--- config.mk ---
export PLATFORM = sky130hd
export DESIGN_NAME = interrupt_coalescing_ctrl
export DESIGN_NICKNAME = d
export VERILOG_FILES = /design/src/rtl/interrupt_coalescing_ctrl.sv
export SDC_FILE = /design/constraint.sdc
export NUM_CORES = 1
export LEC_CHECK = 0
export CAP_MARGIN = 5
export CELL_PAD_IN_SITES_DETAIL_PLACEMENT = 1
export CELL_PAD_IN_SITES_GLOBAL_PLACEMENT = 1
export CORE_MARGIN = 2
export CORE_UTILIZATION = 29
export DETAILED_ROUTE_END_ITERATION = 8
export DONT_BUFFER_PORTS = 1
export PLACE_DENSITY = 0.5
export RECOVER_POWER = 50
export SYNTH_ARGS = -nofsm -noshare
export SYNTH_HDL_FRONTEND = slang
export SYNTH_SLANG_ARGS = --single-unit
--- constraint.sdc ---
create_clock -name clk_i -period 5.1 [get_ports clk_i]
set_clock_uncertainty 0.1 [all_clocks]
set_input_delay 0.765 -clock clk_i [delete_from_list [all_inputs] [get_ports clk_i]]
set_output_delay 0.765 -clock clk_i [all_outputs]
set_load 0.01 [all_outputs]
--- src/rtl/interrupt_coalescing_ctrl.sv ---
// Interrupt coalescing controller.
// Counts RX completion events and raises a single interrupt once either the
// programmed event threshold is reached or a timeout has elapsed since the
// first event of a batch. The interrupt stays asserted until software acks it.
module interrupt_coalescing_ctrl #(
    parameter int cnt_width_p   = 8,
    parameter int timer_width_p = 16
) (
    input  logic                     clk_i,
    input  logic                     reset_i,
    input  logic                     event_i,
    input  logic                     ack_i,
    input  logic [cnt_width_p-1:0]   thresh_i,
    input  logic                     thresh_v_i,
    input  logic [timer_width_p-1:0] timeout_i,
    input  logic                     timeout_v_i,
    input  logic                     enable_i,
    input  logic                     enable_v_i,
    output logic                     irq_o,
    output logic [cnt_width_p-1:0]   count_o
);

    typedef enum logic [1:0] {
        ST_IDLE  = 2'b00,
        ST_COUNT = 2'b01,
        ST_FIRE  = 2'b10
    } state_e;

    localparam logic [cnt_width_p-1:0]   cnt_zero_lp = {cnt_width_p{1'b0}};
    localparam logic [cnt_width_p-1:0]   cnt_one_lp  = {{(cnt_width_p-1){1'b0}}, 1'b1};
    localparam logic [cnt_width_p-1:0]   cnt_max_lp  = {cnt_width_p{1'b1}};
    localparam logic [timer_width_p-1:0] tmr_zero_lp = {timer_width_p{1'b0}};
    localparam logic [timer_width_p-1:0] tmr_one_lp  = {{(timer_width_p-1){1'b0}}, 1'b1};

    // Saturating increment: the event count parks at all-ones instead of wrapping.
    function automatic logic [cnt_width_p-1:0] sat_inc(input logic [cnt_width_p-1:0] val,
                                                       input logic                   inc);
        logic [cnt_width_p-1:0] res;
        if (inc && (val != cnt_max_lp)) begin
            res = val + cnt_one_lp;
        end else begin
            res = val;
        end
        return res;
    endfunction

    state_e                   state_q,   state_d;
    logic [cnt_width_p-1:0]   count_q,   count_d;
    logic [timer_width_p-1:0] timer_q,   timer_d;
    logic [cnt_width_p-1:0]   thresh_q,  thresh_d;
    logic [timer_width_p-1:0] timeout_q, timeout_d;
    logic                     enable_q,  enable_d;
    logic                     irq_q,     irq_d;

    logic [cnt_width_p-1:0]   thresh_eff_s;
    logic                     thresh_is_one_s;
    logic                     timer_hit_s;
    logic [cnt_width_p-1:0]   count_inc_s;

    // Derived compare terms; a zero threshold behaves as "fire on every event",
    // and ">=" on the timer makes a lowered timeout fire on the next COUNT cycle.
    always_comb begin
        if (thresh_q == cnt_zero_lp) begin
            thresh_eff_s = cnt_one_lp;
        end else begin
            thresh_eff_s = thresh_q;
        end
        thresh_is_one_s = (thresh_eff_s == cnt_one_lp);
        if (timeout_q != tmr_zero_lp) begin
            timer_hit_s = (timer_q >= (timeout_q - tmr_one_lp));
        end else begin
            timer_hit_s = 1'b0;
        end
        count_inc_s = sat_inc(count_q, event_i);
    end

    // Configuration registers: a strobe loads new data, otherwise hold.
    always_comb begin
        if (thresh_v_i) begin
            thresh_d = thresh_i;
        end else begin
            thresh_d = thresh_q;
        end
        if (timeout_v_i) begin
            timeout_d = timeout_i;
        end else begin
            timeout_d = timeout_q;
        end
        if (enable_v_i) begin
            enable_d = enable_i;
        end else begin
            enable_d = enable_q;
        end
    end

    // Coalescing FSM next-state, count and timer; the FSM keeps running while
    // masked so a pending FIRE shows up as soon as the enable is set.
    always_comb begin
        state_d = state_q;
        count_d = count_q;
        timer_d = timer_q;
        case (state_q)
            ST_IDLE: begin
                if (event_i) begin
                    count_d = cnt_one_lp;
                    timer_d = tmr_zero_lp;
                    state_d = thresh_is_one_s ? ST_FIRE : ST_COUNT;
                end else begin
                    state_d = ST_IDLE;
                end
            end
            ST_COUNT: begin
                count_d = count_inc_s;
                if ((count_inc_s >= thresh_eff_s) || timer_hit_s) begin
                    state_d = ST_FIRE;
                end else if (timeout_q != tmr_zero_lp) begin
                    timer_d = timer_q + tmr_one_lp;
                end else begin
                    timer_d = timer_q;
                end
            end
            ST_FIRE: begin
                if (ack_i && event_i) begin
                    count_d = cnt_one_lp;
                    timer_d = tmr_zero_lp;
                    state_d = thresh_is_one_s ? ST_FIRE : ST_COUNT;
                end else if (ack_i) begin
                    count_d = cnt_zero_lp;
                    timer_d = tmr_zero_lp;
                    state_d = ST_IDLE;
                end else begin
                    count_d = count_inc_s;
                end
            end
            default: begin
                state_d = ST_IDLE;
                count_d = cnt_zero_lp;
                timer_d = tmr_zero_lp;
            end
        endcase
        irq_d = (state_d == ST_FIRE) && enable_d;
    end

    // State and configuration flops with synchronous reset.
    always_ff @(posedge clk_i) begin
        if (reset_i) begin
            state_q   <= ST_IDLE;
            count_q   <= cnt_zero_lp;
            timer_q   <= tmr_zero_lp;
            thresh_q  <= cnt_one_lp;
            timeout_q <= tmr_zero_lp;
            enable_q  <= 1'b0;
            irq_q     <= 1'b0;
        end else begin
            state_q   <= state_d;
            count_q   <= count_d;
            timer_q   <= timer_d;
            thresh_q  <= thresh_d;
            timeout_q <= timeout_d;
            enable_q  <= enable_d;
            irq_q     <= irq_d;
        end
    end

    assign irq_o   = irq_q;
    assign count_o = count_q;

endmodule

==> key figures, run 1 <==
Logic synthesis
  – Mapped Nets: 440
  – Post-synth top flop: dfxtp_1
  – Post-synthesis sequential area ratio: 0.322
  – Post-synth EDFFs: 0
  – Mapped Cells: 380
  – Post-Syn Area: 3240 um2
  – Synth Register Bits: 52
  – Avg Cell Area, Syn: 8.52 um2
  – Syn. warnings: 0
  – Asr flop ratio synth: 0
  – Cell variety after synth: 48

Timing
  – Post-route worst setup slack: 0.732 ns
  – RSZ-0062 raised after global routing: false
  – Max-slew violation count: 0
  – Top achievable clock speed: 0.229 GHz
  – Min Hold Slack: 0.407 ns
  – Minimum clock period: 4.37 ns
  – # setup viols final: 0
  – Period utilization: 0.857
  – Total Neg Setup Slack: 0 ns
  – Final Hold Viols: 0
  – Tightest Pin Transition: 0.826 ns
  – Slew margin rel.: 0.444

Route
  – DR pass1 iterations: 3
  – DR top layer: met4
  – Detailed-route via count: 2689
  – Vias/cell: 5.25
  – DRC: 0
  – DR WL/cell: 16.2 um
  – Detail Route Antenna Nets: 0
  – M1 WL: 4.32 mm
  – Met3 routed WL: 270 um
  – Routed wire length: 8.28 mm
  – Met2 wire length: 3.61 mm
  – Initial DRC count: 78

Clocking
  – Root Driver: clkbuf_8
  – Hold_buf cts: 0
  – Post-CTS sizing: 0
  – CTS tree: built
  – Clk_lat worst skew: 0.31 ns
  – CTS Buf Count: 5
  – Post-CTS Setup Bufs: 0
  – H-tree levels: 2
  – Clock sinks: 52
  – Max clock buf depth: 2
  – Clk slew on worst S/H paths: 0.10 ns

Critical path
  – WP buf/inv: 0
  – Arrival time worst endpoint: 4.51 ns
  – CP max stage delay: 0.69 ns
  – CP max-delay cell: or4_4
  – Reg2reg path depth: 12
  – CP required: 5.24 ns
  – Critical R2R Capture: timer_q[10]$_SDFFE_PP0P_
  – Crit Path Max Fanout: 31
  – Crit Path Class: reg2reg
  – Crit. End Element: register
  – Worst flop-to-flop path startpoint: timeout_q[2]$_SDFFE_PP0P_
  – Startpoint Class: register
  – CP top delay family: simple AND/OR/NAND/NOR gates
  – Reg2Reg Setup Slack: 0.73 ns
  – Worst-path cell chain: nor4_1, nor4b_2, nand2_1, or4_1, xor2_1, ha_1, and4_4, a21oi_1, o21ai_0, or4_4, or4_1, a21oi_1

GRT
  – Gr usage total: 0.148
  – Global-route wire length before repair: 13.9 mm
  – Initial antenna violation count: 0
  – Vias in the first global route: 2730
  – Grt total ovfl: 0
  – Largest net degree at the start of global routing: 40

Floorplanning
  – Core box area: 10900 um2
  – Rows: 38
  – Die Y: 110 um
  – Chip width: 110 um
  – Ports: 41
  – Die footprint: 12000 um2
  – Initial Util: 0.297

Power
  – Maximum VDD drop: 0.000107 V
  – P_leak: 0.00130 uW
  – Final Power: 868 uW
  – Pwr dens: 253 nW/um2

Flow run
  – Max-cap check violation count: 0

Placement
  – Setup WS pre-CTS: 0.664 ns
  – Detail Placement HPWL: 6.40 mm
  – GP Congestion: 0.740
  – Port Buffers: 0

Status
  – Status: completed

Min path
  – Hold path cells: 2
  – Min-Delay Startpoint: timer_q[0]$_SDFFE_PP0P_
  – WHS Endpoint: timer_q[0]$_SDFFE_PP0P_
  – Worst hold path type: reg2reg

Cells and area
  – Post-layout net count: 432
  – Area growth syn-to-layout: 5.88%
  – Share of post-route cells with drive strength above 1: 0.0403
  – Most frequent cells in the layout: dfxtp_1, nor2_1, a21oi_1
  – Antenna diodes: 0
  – Most common cell after layout, fill and taps aside: dfxtp_1
where the power goes:
part,internal [uW],total (uW),switching (uW)
sequential,423,444,21.4
clock,94.1,238,144
combinational,79.2,186,107
total,596,868,272
area by class of cell:
class,instances,area (um2)
clock buffer,6,72.6
clock inverter,1,5.00
fill,1313,7460
inverter,15,56.3
multi-input combinational,297,2070
sequential,52,1040
tap,140,175
timing repair buffer,1,7.51
state kept, by name (all words and copies together) (netlist names):
name / count
count_o: 8
enable_q: 1
irq_o: 1
state_q: 2
thresh_q: 8
timeout_q: 16
timer_q: 16
tightest hold or removal path, stage by stage (launching register included):
cell and delay [ns]:
dfxtp_1 0.35, nand2_1 0.06, mux2i_1 0.06
routing by layer:
| metal | GRT usage | vias up |
|---|---|---|
| met2 | 0.227 | 27 |
| met4 | 0.0380 | 0 |
| met1 | 0.208 | 1298 |
| li1 | - | 1357 |
| met3 | 0.0373 | 7 |
| met5 | 0 | - |
Yosys cell counts (5+ instances only):
cell	number	share of area
and3_1	5	0.0097
nand4_1	9	0.017
nand2_1	26	0.030
xnor2_1	13	0.035
or3_1	5	0.0097
ha_1	28	0.11
or4_1	13	0.030
nor2_1	44	0.051
dfxtp_1	52	0.32
nor3_1	7	0.011
mux2i_1	26	0.080
o21ai_0	10	0.015
nand2b_1	7	0.014
nand3_1	11	0.017
clkbuf_1	10	0.012
xor2_1	7	0.019
inv_1	15	0.017
o31ai_1	12	0.028
a21oi_1	30	0.046
o21a_1	5	0.012
how the worst max path moves through the flow:
stage	start	endpoint	slack, ns	depth (start not counted)
6_report	timeout_q[2]$_SDFFE_PP0P_	timer_q[10]$_SDFFE_PP0P_	0.73	12
5_1_grt	timeout_q[2]$_SDFFE_PP0P_	timer_q[12]$_SDFFE_PP0P_	0.28	12
2_1_floorplan	timeout_q[2]$_SDFFE_PP0P_	timer_q[10]$_SDFFE_PP0P_	1.27	13
3_5_place_dp	timeout_q[2]$_SDFFE_PP0P_	timer_q[10]$_SDFFE_PP0P_	0.66	12
3_3_place_gp	timeout_q[2]$_SDFFE_PP0P_	timer_q[8]$_SDFFE_PP0P_	0.69	12
4_1_cts	timeout_q[2]$_SDFFE_PP0P_	timer_q[10]$_SDFFE_PP0P_	0.62	12
stage by stage:
stage	cell area, um2	utilization	instances
2_1_floorplan	3240	-	380
3_3_place_gp	3350	0.308	505
3_5_place_dp	3350	0.308	505
4_1_cts	3430	0.315	512
5_1_grt	3430	0.315	512
6_report	3430	0.315	512
kinds of logic after synthesis:
kind of cell / after synthesis / share of synthesized area
AO/OA/AOI/OAI: 75 / 0.153
flip-flops: 52 / 0.322
XOR/XNOR: 20 / 0.0541
adder cells (fa/ha/maj): 28 / 0.108
AND/OR/NAND/NOR: 146 / 0.237
multiplexers: 28 / 0.0874
buffers and inverters: 31 / 0.0390
Power figures use the tool's default switching activity.
==> run 2: changes to the inputs <==
--- a/config.mk
+++ b/config.mk
@@ -5,6 +5,7 @@
 export SDC_FILE = /design/constraint.sdc
 export NUM_CORES = 1
 export LEC_CHECK = 0
+export ABC_AREA = 1
 export CAP_MARGIN = 5
 export CELL_PAD_IN_SITES_DETAIL_PLACEMENT = 1
 export CELL_PAD_IN_SITES_GLOBAL_PLACEMENT = 1
@@ -12,7 +13,7 @@
 export CORE_UTILIZATION = 29
 export DETAILED_ROUTE_END_ITERATION = 8
 export DONT_BUFFER_PORTS = 1
-export PLACE_DENSITY = 0.5
+export PLACE_DENSITY = 0.51
 export RECOVER_POWER = 50
 export SYNTH_ARGS = -nofsm -noshare
 export SYNTH_HDL_FRONTEND = slang
==> key figures, run 2 <==
Status
  – Status: completed (unchanged)

Logic synthesis
  – Synth Area in Compound Gates: 0.141 (was 0.153)
  – Post-synthesis sequential area ratio: 0.299 (was 0.322)
  – Cell variety after synth: 36 (was 48)
  – Leading area contributor after synthesis: dfxtp_1 (unchanged)
  – Simple-gate share of the synthesized area: 0.302 (was 0.237)
  – Synth Area in Adders: 0.101 (was 0.108)
  – Ranking of synthesized cells by area: dfxtp_1, ha_1, nand2_1 (was dfxtp_1, ha_1, mux2i_1)
  – Mux cell area share after synthesis: 0 (was 0.0874)
  – Avg Cell Area, Syn: 7.04 um2 (was 8.52 um2)
  – Asr flop ratio synth: 0 (unchanged)
  – Top cells by count, synth: nand2_1, inv_1, dfxtp_1 (was dfxtp_1, nor2_1, a21oi_1)
  – Post-synth EDFFs: 0 (unchanged)
  – Synth top area share: 0.299 (was 0.322)
  – Xor-xnor portion of the synthesized cell area: 0.0705 (was 0.0541)
  – Count leader, synth: nand2_1 (was dfxtp_1)
  – Synth Register Bits: 52 (unchanged)
  – Post-synth top flop: dfxtp_1 (unchanged)
  – Mapped Nets: 554 (was 440)
  – Mapped Cells: 494 (was 380)
  – Largest family of logic cells by synthesized area: simple AND/OR/NAND/NOR gates (unchanged)
  – Syn. warnings: 0 (unchanged)
  – Post-Syn Area: 3480 um2 (was 3240 um2)

Route
  – Routed wire length: 9.27 mm (was 8.28 mm)
  – M1 WL: 4.80 mm (was 4.32 mm)
  – Met3 routed WL: 347 um (was 270 um)
  – Vias/cell: 4.85 (was 5.25)
  – DR pass1 iterations: 4 (was 3)
  – Initial DRC count: 56 (was 78)
  – Detail Route Antenna Nets: 0 (unchanged)
  – DR WL/cell: 14.6 um (was 16.2 um)
  – DRC: 0 (unchanged)
  – Detailed-route via count: 3084 (was 2689)
  – DR top layer: met4 (unchanged)
  – Met2 wire length: 4.02 mm (was 3.61 mm)

Placement
  – Detail Placement HPWL: 7.20 mm (was 6.40 mm)
  – Port Buffers: 0 (unchanged)
  – GP Congestion: 0.770 (was 0.740)
  – Placed cell area: 3600 um2 (was 3350 um2)

Floorplanning
  – Die Y: 114 um (was 110 um)
  – Core box area: 11900 um2 (was 10900 um2)
  – Rows: 40 (was 38)
  – Die footprint: 12900 um2 (was 12000 um2)
  – Initial Util: 0.293 (was 0.297)
  – Ports: 41 (unchanged)
  – Chip width: 114 um (was 110 um)

Power
  – Sw power: 332 uW (was 272 uW)
  – Switching Share: 0.314 (was 0.313)
  – P_leak: 0.00153 uW (was 0.00130 uW)
  – Final Power: 1060 uW (was 868 uW)
  – Internal power: 727 uW (was 596 uW)
  – Clk pwr share: 0.377 (was 0.274)
  – Pwr dens: 281 nW/um2 (was 253 nW/um2)
  – Logic gate share of total power: 0.201 (was 0.214)
  – Sequential Power Share: 0.422 (was 0.512)
  – Maximum VDD drop: 0.000141 V (was 0.000107 V)

Clocking
  – CTS Buf Count: 5 (unchanged)
  – Max clock buf depth: 2 (unchanged)
  – Root Driver: clkbuf_16 (was clkbuf_8)
  – CTS tree: built (unchanged)
  – Hold_buf cts: 0 (unchanged)
  – Post-CTS Setup Bufs: 0 (unchanged)
  – Clock sinks: 52 (unchanged)
  – Clk_lat worst skew: 0.31 ns (about the same)
  – H-tree levels: 2 (unchanged)
  – Post-CTS sizing: 0 (unchanged)
  – Clk slew on worst S/H paths: 0.07 ns (was 0.10 ns)

Cells and area
  – Most common cell after layout, fill and taps aside: nand2_1 (was dfxtp_1)
  – Share of post-route cells with drive strength above 1: 0.0941 (was 0.0403)
  – Antenna diodes: 0 (unchanged)
  – Design area: 3770 um2 (was 3430 um2)
  – Multi-input logic area: 2140 um2 (was 2070 um2)
  – Sequential Area: 1040 um2 (unchanged)
  – Biggest regs: timeout_q x16, timer_q x16 (unchanged)
  – Area growth syn-to-layout: 8.23% (was 5.88%)
  – Final core occ: 0.318 (was 0.315)
  – # fillers: 1474 (was 1313)
  – Post-layout net count: 548 (was 432)
  – Most frequent cells in the layout: nand2_1, inv_1, dfxtp_1 (was dfxtp_1, nor2_1, a21oi_1)

GRT
  – Grt total ovfl: 0 (unchanged)
  – Gr usage total: 0.154 (was 0.148)
  – Largest net degree at the start of global routing: 30 (was 40)
  – Vias in the first global route: 3237 (was 2730)
  – Initial antenna violation count: 0 (unchanged)
  – Global-route wire length before repair: 15.8 mm (was 13.9 mm)

Min path
  – Min-Delay Startpoint: enable_q$_SDFF_PP0_ (was timer_q[0]$_SDFFE_PP0P_)
  – Worst hold path type: reg2reg (unchanged)
  – Hold path cells: 2 (unchanged)
  – WHS Endpoint: enable_q$_SDFF_PP0_ (was timer_q[0]$_SDFFE_PP0P_)

Timing
  – # setup viols final: 0 (unchanged)
  – Period utilization: 0.670 (was 0.857)
  – Top achievable clock speed: 0.293 GHz (was 0.229 GHz)
  – Tightest Pin Transition: 0.885 ns (was 0.826 ns)
  – Min Hold Slack: 0.369 ns (was 0.407 ns)
  – Max-slew violation count: 0 (unchanged)
  – Total Neg Setup Slack: 0 ns (unchanged)
  – Minimum clock period: 3.42 ns (was 4.37 ns)
  – Slew margin rel.: 0.404 (was 0.444)
  – Final Hold Viols: 0 (unchanged)
  – RSZ-0062 raised after global routing: false (unchanged)

Critical path
  – Worst-path cell chain: ha_1, inv_1, nor2_1, nand2_1, nand2_1, inv_1, nand2_1, xor2_1, ha_1, nand4_1, inv_1, nand2_1, nand3_1, nor2_1, nand3_4, nand2_4, nand2_1, nand2_1, nor2_1 (was nor4_1, nor4b_2, nand2_1, or4_1, xor2_1, ha_1, and4_4, a21oi_1, o21ai_0, or4_4, or4_1, a21oi_1)
  – Startpoint Class: register (unchanged)
  – Crit. End Element: register (unchanged)
  – Critical R2R Capture: timer_q[1]$_SDFFE_PP0P_ (was timer_q[10]$_SDFFE_PP0P_)
  – Crit Path Class: reg2reg (unchanged)
  – Worst flop-to-flop path startpoint: count_o[0]$_SDFFE_PP0N_ (was timeout_q[2]$_SDFFE_PP0P_)
  – Top cell by count, worst path: nand2_1
  – Crit Path Max Fanout: 17 (was 31)
  – Arrival time worst endpoint: 3.53 ns (was 4.51 ns)
  – CP max-delay cell: dfxtp_1 (was or4_4)
  – CP required: 5.21 ns (was 5.24 ns)
  – Reg2reg path depth: 19 (was 12)
  – CP max stage delay: 0.50 ns (was 0.69 ns)
  – CP startpoint: count_o[0]$_SDFFE_PP0N_ (was timeout_q[2]$_SDFFE_PP0P_)
  – Reg2Reg Setup Slack: 1.68 ns (was 0.73 ns)

Flow run
  – Max-cap check violation count: 0 (unchanged)
[run 2: cell count changes after synthesis, sizes merged, moves of 16 or more]
cell | before | now
nand2 | 26 | 103
inv | 15 | 62
a21oi | 30 | 57
mux2i | 26 | 0
nand3 | 11 | 35
o21ai | 10 | 26
[run 2: metal layers]
| layer | vias to the layer above | global-route usage |
|---|---|---|
| met4 | 0 | 0.0390 |
| met1 | 1428 | 0.207 |
| met2 | 40 | 0.246 |
| met3 | 7 | 0.0393 |
| met5 | - | 0 |
| li1 | 1609 | - |
[run 2: logic make-up after synthesis]
logic type | after synthesis
AO/OA/AOI/OAI | 89
buffers and inverters | 76
adder cells (fa/ha/maj) | 28
flip-flops | 52
AND/OR/NAND/NOR | 221
XOR/XNOR | 28
[run 2: worst max-delay path by stage]
| stage | end | slack, ns | cells past startpoint |
|---|---|---|---|
| floorplan | timer_q[2]$_SDFFE_PP0P_ | 2.31 | 15 |
| global placement | timer_q[1]$_SDFFE_PP0P_ | 1.75 | 19 |
| detailed placement | timer_q[1]$_SDFFE_PP0P_ | 1.63 | 19 |
| CTS | timer_q[1]$_SDFFE_PP0P_ | 1.60 | 19 |
| global route | timer_q[9]$_SDFFE_PP0P_ | 1.34 | 18 |
| finish | timer_q[1]$_SDFFE_PP0P_ | 1.68 | 19 |
[run 2: power groups by stage]
stage | Clock, uW | Combinational (uW) | Sequential, uW
detailed placement | 0 | 218 | 456
CTS | 415 | 218 | 447
global placement | 0 | 211 | 456
global route | 432 | 247 | 450
floorplan | 0 | 178 | 450
finish | 400 | 213 | 446
[run 2: per-stage QoR]
stage / cells / setup WS (ns)
6_report: 636 / 1.68
5_1_grt: 636 / 1.34
4_1_cts: 636 / 1.60
3_5_place_dp: 628 / 1.63
3_3_place_gp: 628 / 1.75
2_1_floorplan: 494 / 2.31
[run 2: area by class of cell]
cell class              instances  area share
multi-input cells             366       0.567
flip-flops and latches         52       0.276
well taps                     147      0.0488
clock inverters                 2      0.0103
inverters                      63      0.0628
clock buffers                   6      0.0342
[run 2: critical path, delay by kind of cell (launching register included)]
family                   cells  cell delay, ns
XOR/XNOR                     1            0.30
adder cells (fa/ha/maj)      2            0.53
buffers and inverters        3            0.24
flip-flops                   1            0.50
AND/OR/NAND/NOR             13            1.64
